`src/rtl/rv32im_muldiv_seq.sv`:
```
// Multi-cycle RV32M sequencer: one shared 32-step shift-add / restoring-divide engine
// behind request and result valid/ready handshakes.
module rv32im_muldiv_seq #(
    parameter int XLEN = 32,
    parameter int ITER = 32
) (
    input  logic            clk_i,
    input  logic            rst_ni,
    input  logic            md_valid_i,
    output logic            md_ready_o,
    input  logic [4:0]      md_opcode_i,
    input  logic [XLEN-1:0] md_operand_1_i,
    input  logic [XLEN-1:0] md_operand_2_i,
    input  logic            md_kill_i,
    output logic            md_valid_o,
    input  logic            md_ready_i,
    output logic [XLEN-1:0] md_result_o,
    output logic            md_busy_o
);
    localparam logic [4:0] ALU_OPCODE_MUL    = 5'h10;
    localparam logic [4:0] ALU_OPCODE_MULH   = 5'h11;
    localparam logic [4:0] ALU_OPCODE_MULHSU = 5'h12;
    localparam logic [4:0] ALU_OPCODE_MULHU  = 5'h13;
    localparam logic [4:0] ALU_OPCODE_DIV    = 5'h14;
    localparam logic [4:0] ALU_OPCODE_DIVU   = 5'h15;
    localparam logic [4:0] ALU_OPCODE_REM    = 5'h16;
    localparam logic [4:0] ALU_OPCODE_REMU   = 5'h17;
    localparam int CNT_W = $clog2(ITER);

    typedef enum logic [1:0] {IDLE, CALC, FIX, DONE} state_e;

    state_e              state_q;
    logic [4:0]          op_q;
    logic                neg_q, rem_neg_q, sc_q;
    logic [CNT_W-1:0]    cnt_q;
    logic [XLEN-1:0]     mag_q, result_q;
    logic [2*XLEN-1:0]   acc_q;

    // request decode
    logic            is_mul, is_div, sgn1, sgn2, div0, ovf, sc;
    logic [XLEN-1:0] mag1, mag2, sc_res;

    always_comb begin
        is_mul = (md_opcode_i[4:2] == 3'b100);
        is_div = (md_opcode_i[4:2] == 3'b101);
        sgn1   = md_operand_1_i[XLEN-1] &
                 (md_opcode_i == ALU_OPCODE_MULH || md_opcode_i == ALU_OPCODE_MULHSU ||
                  md_opcode_i == ALU_OPCODE_DIV  || md_opcode_i == ALU_OPCODE_REM);
        sgn2   = md_operand_2_i[XLEN-1] &
                 (md_opcode_i == ALU_OPCODE_MULH || md_opcode_i == ALU_OPCODE_DIV ||
                  md_opcode_i == ALU_OPCODE_REM);
        mag1   = sgn1 ? -md_operand_1_i : md_operand_1_i;
        mag2   = sgn2 ? -md_operand_2_i : md_operand_2_i;
        div0   = is_div && (md_operand_2_i == '0);
        ovf    = (md_opcode_i == ALU_OPCODE_DIV || md_opcode_i == ALU_OPCODE_REM) &&
                 (md_operand_1_i == {1'b1, {(XLEN-1){1'b0}}}) && (md_operand_2_i == '1);
        sc     = div0 || ovf || !(is_mul || is_div);
        sc_res = '0;
        if (div0)
            sc_res = (md_opcode_i == ALU_OPCODE_DIV || md_opcode_i == ALU_OPCODE_DIVU) ?
                     '1 : md_operand_1_i;
        else if (ovf)
            sc_res = (md_opcode_i == ALU_OPCODE_DIV) ? {1'b1, {(XLEN-1){1'b0}}} : '0;
    end

    // one engine step: acc holds {hi, multiplier} for mul, {remainder, quotient} for div
    logic [XLEN:0]     mul_sum, rs, diff;
    logic [2*XLEN-1:0] step_d, prod;
    logic [XLEN-1:0]   quo, rem, fix_res;

    always_comb begin
        mul_sum = {1'b0, acc_q[2*XLEN-1:XLEN]} + (acc_q[0] ? {1'b0, mag_q} : '0);
        rs      = acc_q[2*XLEN-1:XLEN-1];
        diff    = rs - {1'b0, mag_q};
        if (op_q[4:2] == 3'b100)
            step_d = {mul_sum, acc_q[XLEN-1:1]};
        else if (rs[XLEN] || !diff[XLEN])
            step_d = {diff[XLEN-1:0], acc_q[XLEN-2:0], 1'b1};
        else
            step_d = {rs[XLEN-1:0], acc_q[XLEN-2:0], 1'b0};

        prod = neg_q ? -acc_q : acc_q;
        quo  = acc_q[XLEN-1:0];
        rem  = acc_q[2*XLEN-1:XLEN];
        case (op_q)
            ALU_OPCODE_MUL:                                        fix_res = prod[XLEN-1:0];
            ALU_OPCODE_MULH, ALU_OPCODE_MULHSU, ALU_OPCODE_MULHU:  fix_res = prod[2*XLEN-1:XLEN];
            ALU_OPCODE_DIV, ALU_OPCODE_DIVU:                       fix_res = neg_q ? -quo : quo;
            default:                                               fix_res = rem_neg_q ? -rem : rem;
        endcase
    end

    always_ff @(posedge clk_i or negedge rst_ni) begin
        if (!rst_ni) begin
            state_q   <= IDLE;
            op_q      <= '0;
            neg_q     <= 1'b0;
            rem_neg_q <= 1'b0;
            sc_q      <= 1'b0;
            cnt_q     <= '0;
            mag_q     <= '0;
            acc_q     <= '0;
            result_q  <= '0;
        end else if (md_kill_i) begin
            state_q <= IDLE;
        end else begin
            case (state_q)
                IDLE: if (md_valid_i) begin
                    op_q      <= md_opcode_i;
                    neg_q     <= sgn1 ^ sgn2;
                    rem_neg_q <= sgn1;
                    cnt_q     <= '0;
                    mag_q     <= is_mul ? mag1 : mag2;
                    acc_q     <= {{XLEN{1'b0}}, is_mul ? mag2 : mag1};
                    sc_q      <= sc;
                    // short-circuit results skip CALC and take the single FIX edge
                    if (sc) begin
                        result_q <= sc_res;
                        state_q  <= FIX;
                    end else begin
                        state_q  <= CALC;
                    end
                end
                CALC: begin
                    acc_q <= step_d;
                    cnt_q <= cnt_q + 1'b1;
                    if (cnt_q == CNT_W'(ITER-1)) state_q <= FIX;
                end
                FIX: begin
                    if (!sc_q) result_q <= fix_res;
                    state_q <= DONE;
                end
                DONE: if (md_ready_i) state_q <= IDLE;
                default: state_q <= IDLE;
            endcase
        end
    end

    assign md_ready_o  = (state_q == IDLE);
    assign md_busy_o   = (state_q != IDLE);
    assign md_valid_o  = (state_q == DONE);
    assign md_result_o = result_q;
endmodule

```
`config.mk`:
```
export PLATFORM = sky130hd
export DESIGN_NAME = rv32im_muldiv_seq
export DESIGN_NICKNAME = d
export VERILOG_FILES = /design/src/rtl/rv32im_muldiv_seq.sv
export SDC_FILE = /design/constraint.sdc
export NUM_CORES = 1
export LEC_CHECK = 0
export CAP_MARGIN = 15
export CELL_PAD_IN_SITES_DETAIL_PLACEMENT = 0
export CELL_PAD_IN_SITES_GLOBAL_PLACEMENT = 1
export CORE_UTILIZATION = 35
export DETAILED_ROUTE_END_ITERATION = 8
export PLACE_DENSITY = 0.68
export SETUP_SLACK_MARGIN = 0.15
export SYNTH_ARGS = -nofsm -noshare
export SYNTH_HDL_FRONTEND = slang
export SYNTH_SLANG_ARGS = --single-unit
```
`constraint.sdc`:
```
create_clock -name clk_i -period 3.8 [get_ports clk_i]
set_input_delay 1.14 -clock clk_i [delete_from_list [all_inputs] [get_ports clk_i]]
set_output_delay 1.14 -clock clk_i [all_outputs]
set_load 0.03 [all_outputs]
```
==> impl_results.md, run 1 <==
* Fraction of registers with async set/reset at 100.0%
* Pwr Total at 18.47 mW
* Met1 Use GR at between 40% and 50%
* WL per Instance at about 23 um
* Mapped Avg Cell Area at between 7 and 8 um^2
* Final Cycle Share at between 90% and 100%
* Via count at ~17000
* Row count at between 70 and 80
* P_leak at ~8.5 nW
* Reg2Reg Setup Slack at between 0.2 and 0.25 ns
* Power per cell area at between 900 and 1000 mW/mm^2
* DRC at 0
* Req. time, crit path at 4.13 ns
* Worst Tran Pin Value at between 1 and 1.5 ns
* DP HPWL at about 53000 um
* Starting Density at between 30% and 40%
* CTS Sinks at 143
* Global route overflow at 0
* Worst setup SP type: input pin
* Initial antenna violation count at 0
* R2r startpoint: acc_q[12]$_DFFE_PN0P_
* Count of flip-flops with a built-in enable after synthesis at 0
* Largest net degree at the start of global routing at 65
* Die width at between 200 and 250 um
* Slew Limit Headroom at 21.96%
* Ys Warns at 0
* Sequential cell area fraction in the yosys report at 23.63%
* Busiest layer in global routing: met2
* Post-synthesis net count at between 2000 and 2500
* Port Buffers at around 110
* Yosys reg bits at approximately 140
* Cell total after placement at about 2900
* Drt pass-1 iters at 5
* Die height at ~210 um
* Hold Violations, Final at 0
* Worst-Skew Late Latency at ~0.46 ns
* Crit path time final at roughly 3.6 ns
* Crit path kind: input pin to register
* NumNets Final at around 2500
* R2R cell count at 9
* Run status: finished clean
* Post-Synthesis Cells at ~2100
* 1st-iter DRT viols at approximately 2000
* Met2 GRT Util at a little under half
* Clock Skews at about 0.018 ns
* Final setup fails at 0
* Fmax at between 200 and 300 MHz
* Met3 usage at 5.840%
* Cell area after synthesis at ~0.015 mm^2
* Hold EP: cnt_q[3]$_DFFE_PN0P_
* CP Capture Type: register
* Die area at about 0.044 mm^2
* Ys flop type: dfrtp_1
* Core Footprint at 0.04232 mm^2
* Placed cell area at 0.01854 mm^2
* Worst min path class: register to register
* CP Max Fanout at 7
* Commonest non-fill, non-tap cell in the layout: buf_4
* Top Ports at around 110
* Final ANT Viol Nets at 0
* Hold_ws at roughly 0.46 ns
* Root buffer cell: clkbuf_16
* Drt total wl at 68420 um
* Max cap viols at 0
* Vias/cell at 5.898
* Most frequent cells in the layout: 272 x buf_4, 253 x nand2_1, 244 x nor2_1, 212 x a21oi_1, 174 x o21ai_0
* FF-to-FF End: md_result_o[22]$_DFFE_PN0P_
* Distinct cells, synth at slightly above 80
* Max Buffers Root-to-Sink at 2
* Share of cells above drive strength 1 at between 10% and 20%
* Final Wtd Congestion at ~0.96
* GRT Util Overall at 30.65%
* Post-route cell area at roughly 0.020 mm^2
* Final-report max-slew violation count at 0
* RSZ-0062 raised after global routing: yes
* CTS tree: yes
* Clk slew on worst S/H paths at 0.07 ns
* Worst IR Drop VDD at between 0.0004 and 0.0005 V
* Syn-to-layout area delta at 29.90%
* Min-delay src: cnt_q[3]$_DFFE_PN0P_
* Worst Hold Path Cells at 1
* First-pass GRT wire length at 102100 um
* Critical Path AT at 3.96 ns
* Finished Layout Cells at ~3000
* Number of global-route vias before repair at 16345
* Clock buffer count from CTS at 17
* # H-tree levels at 4
* Hold_buf cts at 0
[synthesized netlist by cell type (all sizes together) (4+ instances only)]
| master | count | share of area, % |
|---|---|---|
| a2111oi | 5 | 0.33 |
| a211o | 5 | 0.29 |
| a211oi | 46 | 2.3 |
| a21o | 28 | 1.4 |
| a21oi | 212 | 7.0 |
| a221o | 4 | 0.26 |
| a221oi | 6 | 0.46 |
| a22o | 5 | 0.29 |
| a31oi | 38 | 1.6 |
| a41oi | 4 | 0.23 |
| and2 | 14 | 0.58 |
| and3 | 17 | 0.70 |
| buf | 16 | 0.51 |
| clkbuf | 134 | 3.3 |
| dfrtp | 143 | 24 |
| ha | 75 | 6.2 |
| inv | 65 | 1.6 |
| mux2 | 8 | 0.59 |
| mux2i | 15 | 0.99 |
| nand2 | 255 | 6.3 |
| nand2b | 18 | 0.74 |
| nand3 | 30 | 0.99 |
| nand4 | 22 | 0.91 |
| nor2 | 247 | 6.1 |
| nor2b | 11 | 0.45 |
| nor3 | 40 | 1.4 |
| nor4 | 21 | 1.0 |
| o211ai | 27 | 1.4 |
| o21a | 9 | 0.45 |
| o21ai | 177 | 5.9 |
| o21bai | 8 | 0.40 |
| o221ai | 25 | 1.4 |
| o22ai | 10 | 0.41 |
| o311ai | 4 | 0.23 |
| o31ai | 44 | 2.2 |
| o41ai | 15 | 0.92 |
| or2 | 10 | 0.41 |
| or3 | 28 | 1.2 |
| or4 | 26 | 1.4 |
| xnor2 | 92 | 5.3 |
| xor2 | 90 | 5.2 |
[worst max path at each step]
stage                       startpoint                           to  slack (ns)  cells after the start
global placement    md_operand_1_i[10]  md_result_o[31]$_DFFE_PN0P_       -0.39                     12
detailed placement  md_operand_1_i[10]  md_result_o[31]$_DFFE_PN0P_       -0.49                     12
finish              md_operand_1_i[16]   md_result_o[3]$_DFFE_PN0P_        0.18                     13
CTS                  md_operand_2_i[1]  md_result_o[31]$_DFFE_PN0P_        0.15                     13
floorplan           md_operand_2_i[12]  md_result_o[31]$_DFFE_PN0P_        0.04                      9
global route        md_operand_1_i[16]   md_result_o[3]$_DFFE_PN0P_        0.08                     13
[metal layers]
layer / routed length (um) / up-vias
met3: 6240 / 121
li1: - / 8144
met1: 30180 / 8349
met4: 2308 / 0
met2: 29690 / 816
met5: 0 / -
[power by group]
| part | internal [mW] | switching [mW] |
|---|---|---|
| registers | 2.24 | 0.826 |
| clock network | 0.896 | 0.907 |
| logic | 5.20 | 8.41 |
[what timing repair did]
item,in CTS,in global routing
setup endpoints to repair,37,61
buffers inserted,6,13
gates cloned,1,3
resized for setup,25,36
pin swaps,12,22
[flip-flops by register name (all words and copies together) (netlist names)]
register / count
acc_q: 64
mag_q: 32
md_result_o: 32
cnt_q: 5
op_q: 5
state_q: 2
neg_q: 1
rem_neg_q: 1
sc_q: 1
[stage by stage]
step | util [%] | setup WS (ns) | TNS [ns]
after floorplan | - | 0.04300 | 0
after global routing | 46.47 | 0.08070 | 0
after global placement | 43.80 | -0.3852 | -13.47
after detailed placement | 43.80 | -0.4946 | -17.66
final | 46.47 | 0.1753 | 0
after CTS | 45.60 | 0.1533 | 0
[layout make-up]
| class | instances | area, um^2 |
|---|---|---|
| fillers | 4219 | 22650 |
| inverters | 65 | 247.7 |
| well taps | 577 | 721.9 |
| clock buffers | 17 | 425.4 |
| repair buffers | 397 | 3478 |
| multi-input cells | 1740 | 11030 |
| clock inverters | 15 | 186.4 |
| diodes | 1 | 2.502 |
| flip-flops and latches | 143 | 3580 |
[cells by family (layout without fill, tap and decap cells)]
kind of cell               after synthesis  in the layout  synth area share, %
AOI/OAI and AO/OA                      705            705                29.34
xor gates and xnor gates               182            182                10.53
adders and majority gates               77             77                6.462
buffers and inverters                  215            494                5.454
DFF                                    143            143                23.63
muxes                                   23             23                1.587
other                                    0              1                    0
and+or+nand+nor                        753            753                23.00
[worst max-delay path: stages]
cell,delay [ns]
clkdlybuf4s50_1,0.41
or4_1,0.58
nor4_2,0.17
buf_4,0.18
nand2_1,0.12
nor3_4,0.25
o311ai_4,0.13
a221oi_4,0.34
buf_12,0.21
buf_4,0.13
buf_4,0.11
nand2b_1,0.10
o211ai_1,0.08
(Power assumes the default switching activity.)
==> run 2: changes to the inputs <==
--- a/config.mk
+++ b/config.mk
@@ -11,7 +11,8 @@
 export CORE_UTILIZATION = 35
 export DETAILED_ROUTE_END_ITERATION = 8
 export PLACE_DENSITY = 0.68
-export SETUP_SLACK_MARGIN = 0.15
+export SETUP_SLACK_MARGIN = 0.02
+export SKIP_LAST_GASP = 1
 export SYNTH_ARGS = -nofsm -noshare
 export SYNTH_HDL_FRONTEND = slang
 export SYNTH_SLANG_ARGS = --single-unit
==> impl_results.md, run 2 (synthesis results as in run 1) <==
* Number of global-route vias before repair at 16315
* Finished Layout Cells at 2950
* Syn-to-layout area delta at 29.14%
* Port Buffers at ~110
* Run status: finished clean
* Clk pwr share at roughly 9.2%
* Placed cell area at roughly 0.019 mm^2
* Crit-path slowest cell: or4_4
* Clk slew on worst S/H paths at 0.08 ns
* R2R cell count at 9
* Core Footprint at between 0.04 and 0.05 mm^2
* CP Capture Type: register
* Reg2Reg Setup Slack at ~0.090 ns
* Row count at 75
* Initial antenna violation count at 0
* # H-tree levels at 4
* Vias/cell at around 5.9
* Commonest non-fill, non-tap cell in the layout: buf_4
* NumNets Final at 2511
* WL per Instance at 22.96 um
* Largest net degree at the start of global routing at 79
* Via count at roughly 17000
* DRC at 0
* Largest Register: acc_q
* Root buffer cell: clkbuf_16
* Req. time, crit path at ~4.1 ns
* Worst-Skew Late Latency at 0.46 ns
* Clock Skews at around 0.015 ns
* Final ANT Viol Nets at 0
* Global route overflow at 0
* 1st-iter DRT viols at 1721
* DP HPWL at 53110 um
* Net Sw Power at 10.02 mW
* GRT Util Overall at about 31%
* Drt pass-1 iters at 5
* Final Wtd Congestion at around 1
* Max cap viols at 0
* Gate power share at roughly three quarters
* Worst Tran Pin Value at roughly 1.0 ns
* Final-report max-slew violation count at 0
* Final Cycle Share at 97.88%
* Antenna Cells at 0
* Crit path time final at between 3 and 4 ns
* Die width at between 200 and 250 um
* Crit-path cells: clkdlybuf4s50_1 -> or4_4 -> nor4_4 -> buf_4 -> nand2_4 -> nor3_4 -> o311ai_4 -> a221oi_4 -> buf_12 -> nand2_4 -> a2111oi_4 -> a221oi_2
* Share of cells above drive strength 1 at approximately 17%
* Power per cell area at just over 900 mW/mm^2
* Top Ports at around 110
* First-pass GRT wire length at approximately 100000 um
* Clock buffer count from CTS at 17
* Max Buffers Root-to-Sink at 2
* Hold_buf cts at 0
* Worst IR Drop VDD at approximately 0.00049 V
* Critical Path AT at between 4 and 5 ns
* Filler cells at around 4400
* Starting Density at a little over a third
* Max incr delay on CP at about 0.52 ns
* Worst setup SP type: input pin
* Final setup fails at 0
* Sw frac at around 55%
* Die area at ~0.044 mm^2
* CP Max Fanout at 6
* Most frequent cells in the layout: 270 x buf_4, 252 x nand2_1, 245 x nor2_1, 211 x a21oi_1, 175 x o21ai_0
* Crit path kind: input pin to register
* Fmax at approximately 270 MHz
* Slew Limit Headroom at a little under a third
* Min-delay src: cnt_q[3]$_DFFE_PN0P_
* FF-to-FF End: md_result_o[22]$_DFFE_PN0P_
* Worst Hold Path Cells at 1
* Multi-input logic area at about 0.011 mm^2
* Post-route cell area at about 0.020 mm^2
* Worst min path class: register to register
* CTS Sinks at between 100 and 150
* P_leak at between 8 and 9 nW
* Reg area at about 0.0036 mm^2
* CTS tree: yes
* Final TNS setup at 0 ns
* Most Frequent Cell on Critical Path: nand2_4
* Cell total after placement at 2911
* Internal Power at slightly above 8 mW
* Sequential Power Share at 16.2%
* Hold Violations, Final at 0
* Die height at around 210 um
* Max reg flops at 64
* RSZ-0062 raised after global routing: yes
* Hold EP: cnt_q[3]$_DFFE_PN0P_
* Drt total wl at roughly 68000 um
* R2r startpoint: acc_q[14]$_DFFE_PN0P_
run 2: metrics by stage:
stage / setup WS, ns / utilization [%] / hold slack [ns] / power [mW]
6_report: 0.08054 / 46.20 / 0.4776 / 18.29
4_1_cts: 0.02848 / 45.34 / 0.4782 / 17.86
5_1_grt: -0.01605 / 46.20 / 0.5101 / 19.62
3_3_place_gp: -0.3924 / 44.03 / 0.4449 / 16.01
3_5_place_dp: -0.4427 / 44.03 / 0.4666 / 16.13
2_1_floorplan: -0.006076 / - / 0.4254 / 11.43
run 2: how the worst max path moves through the flow:
stage / start / to / slack (ns) / depth (start not counted)
after floorplan: md_operand_2_i[12] / md_result_o[31]$_DFFE_PN0P_ / -0.006 / 9
after global placement: md_operand_2_i[12] / md_result_o[4]$_DFFE_PN0P_ / -0.39 / 11
after detailed placement: md_operand_2_i[12] / md_result_o[5]$_DFFE_PN0P_ / -0.44 / 12
after CTS: md_operand_2_i[12] / md_result_o[5]$_DFFE_PN0P_ / 0.03 / 12
after global routing: md_operand_1_i[10] / md_result_o[31]$_DFFE_PN0P_ / -0.02 / 12
final: md_operand_1_i[16] / md_result_o[31]$_DFFE_PN0P_ / 0.08 / 12
run 2: power by group through the flow:
stage | clock (mW) | combinational [mW] | sequential [mW]
finish | 1.68 | 13.6 | 2.96
global placement | 0 | 13.1 | 2.95
global route | 1.76 | 14.8 | 3.05
detailed placement | 0 | 13.2 | 2.98
CTS | 1.70 | 13.2 | 2.95
floorplan | 0 | 8.33 | 3.10
run 2: routing by layer:
| metal | wire (um) | GRT usage [%] | part of all wire (%) |
|---|---|---|---|
| met3 | 5819 | 5.304 | 8.6 |
| met1 | 30380 | 43.69 | 45 |
| met5 | 0 | 0 | 0 |
| met4 | 2025 | 9.917 | 3.0 |
| met2 | 29500 | 46.32 | 44 |
run 2: timing repair:
item,4_1_cts,5_1_grt
gates resized for setup,0,51
endpoints found under the setup margin,0,45
buffers inserted,0,5
run 2: layout make-up:
class,count,share of cell area [%]
clock buffer,17,2.176
clock inverter,15,0.6591
timing repair buffer,393,17.60
inverter,65,1.248
tap,577,3.692
sequential,143,18.30
multi-input combinational,1740,56.33
run 2: worst max-delay path: cells and delay by family:
kind	cells	cell delay [ns]
buffers and inverters	3	0.82
and+or+nand+nor	5	1.16
AOI/OAI and AO/OA	4	0.91
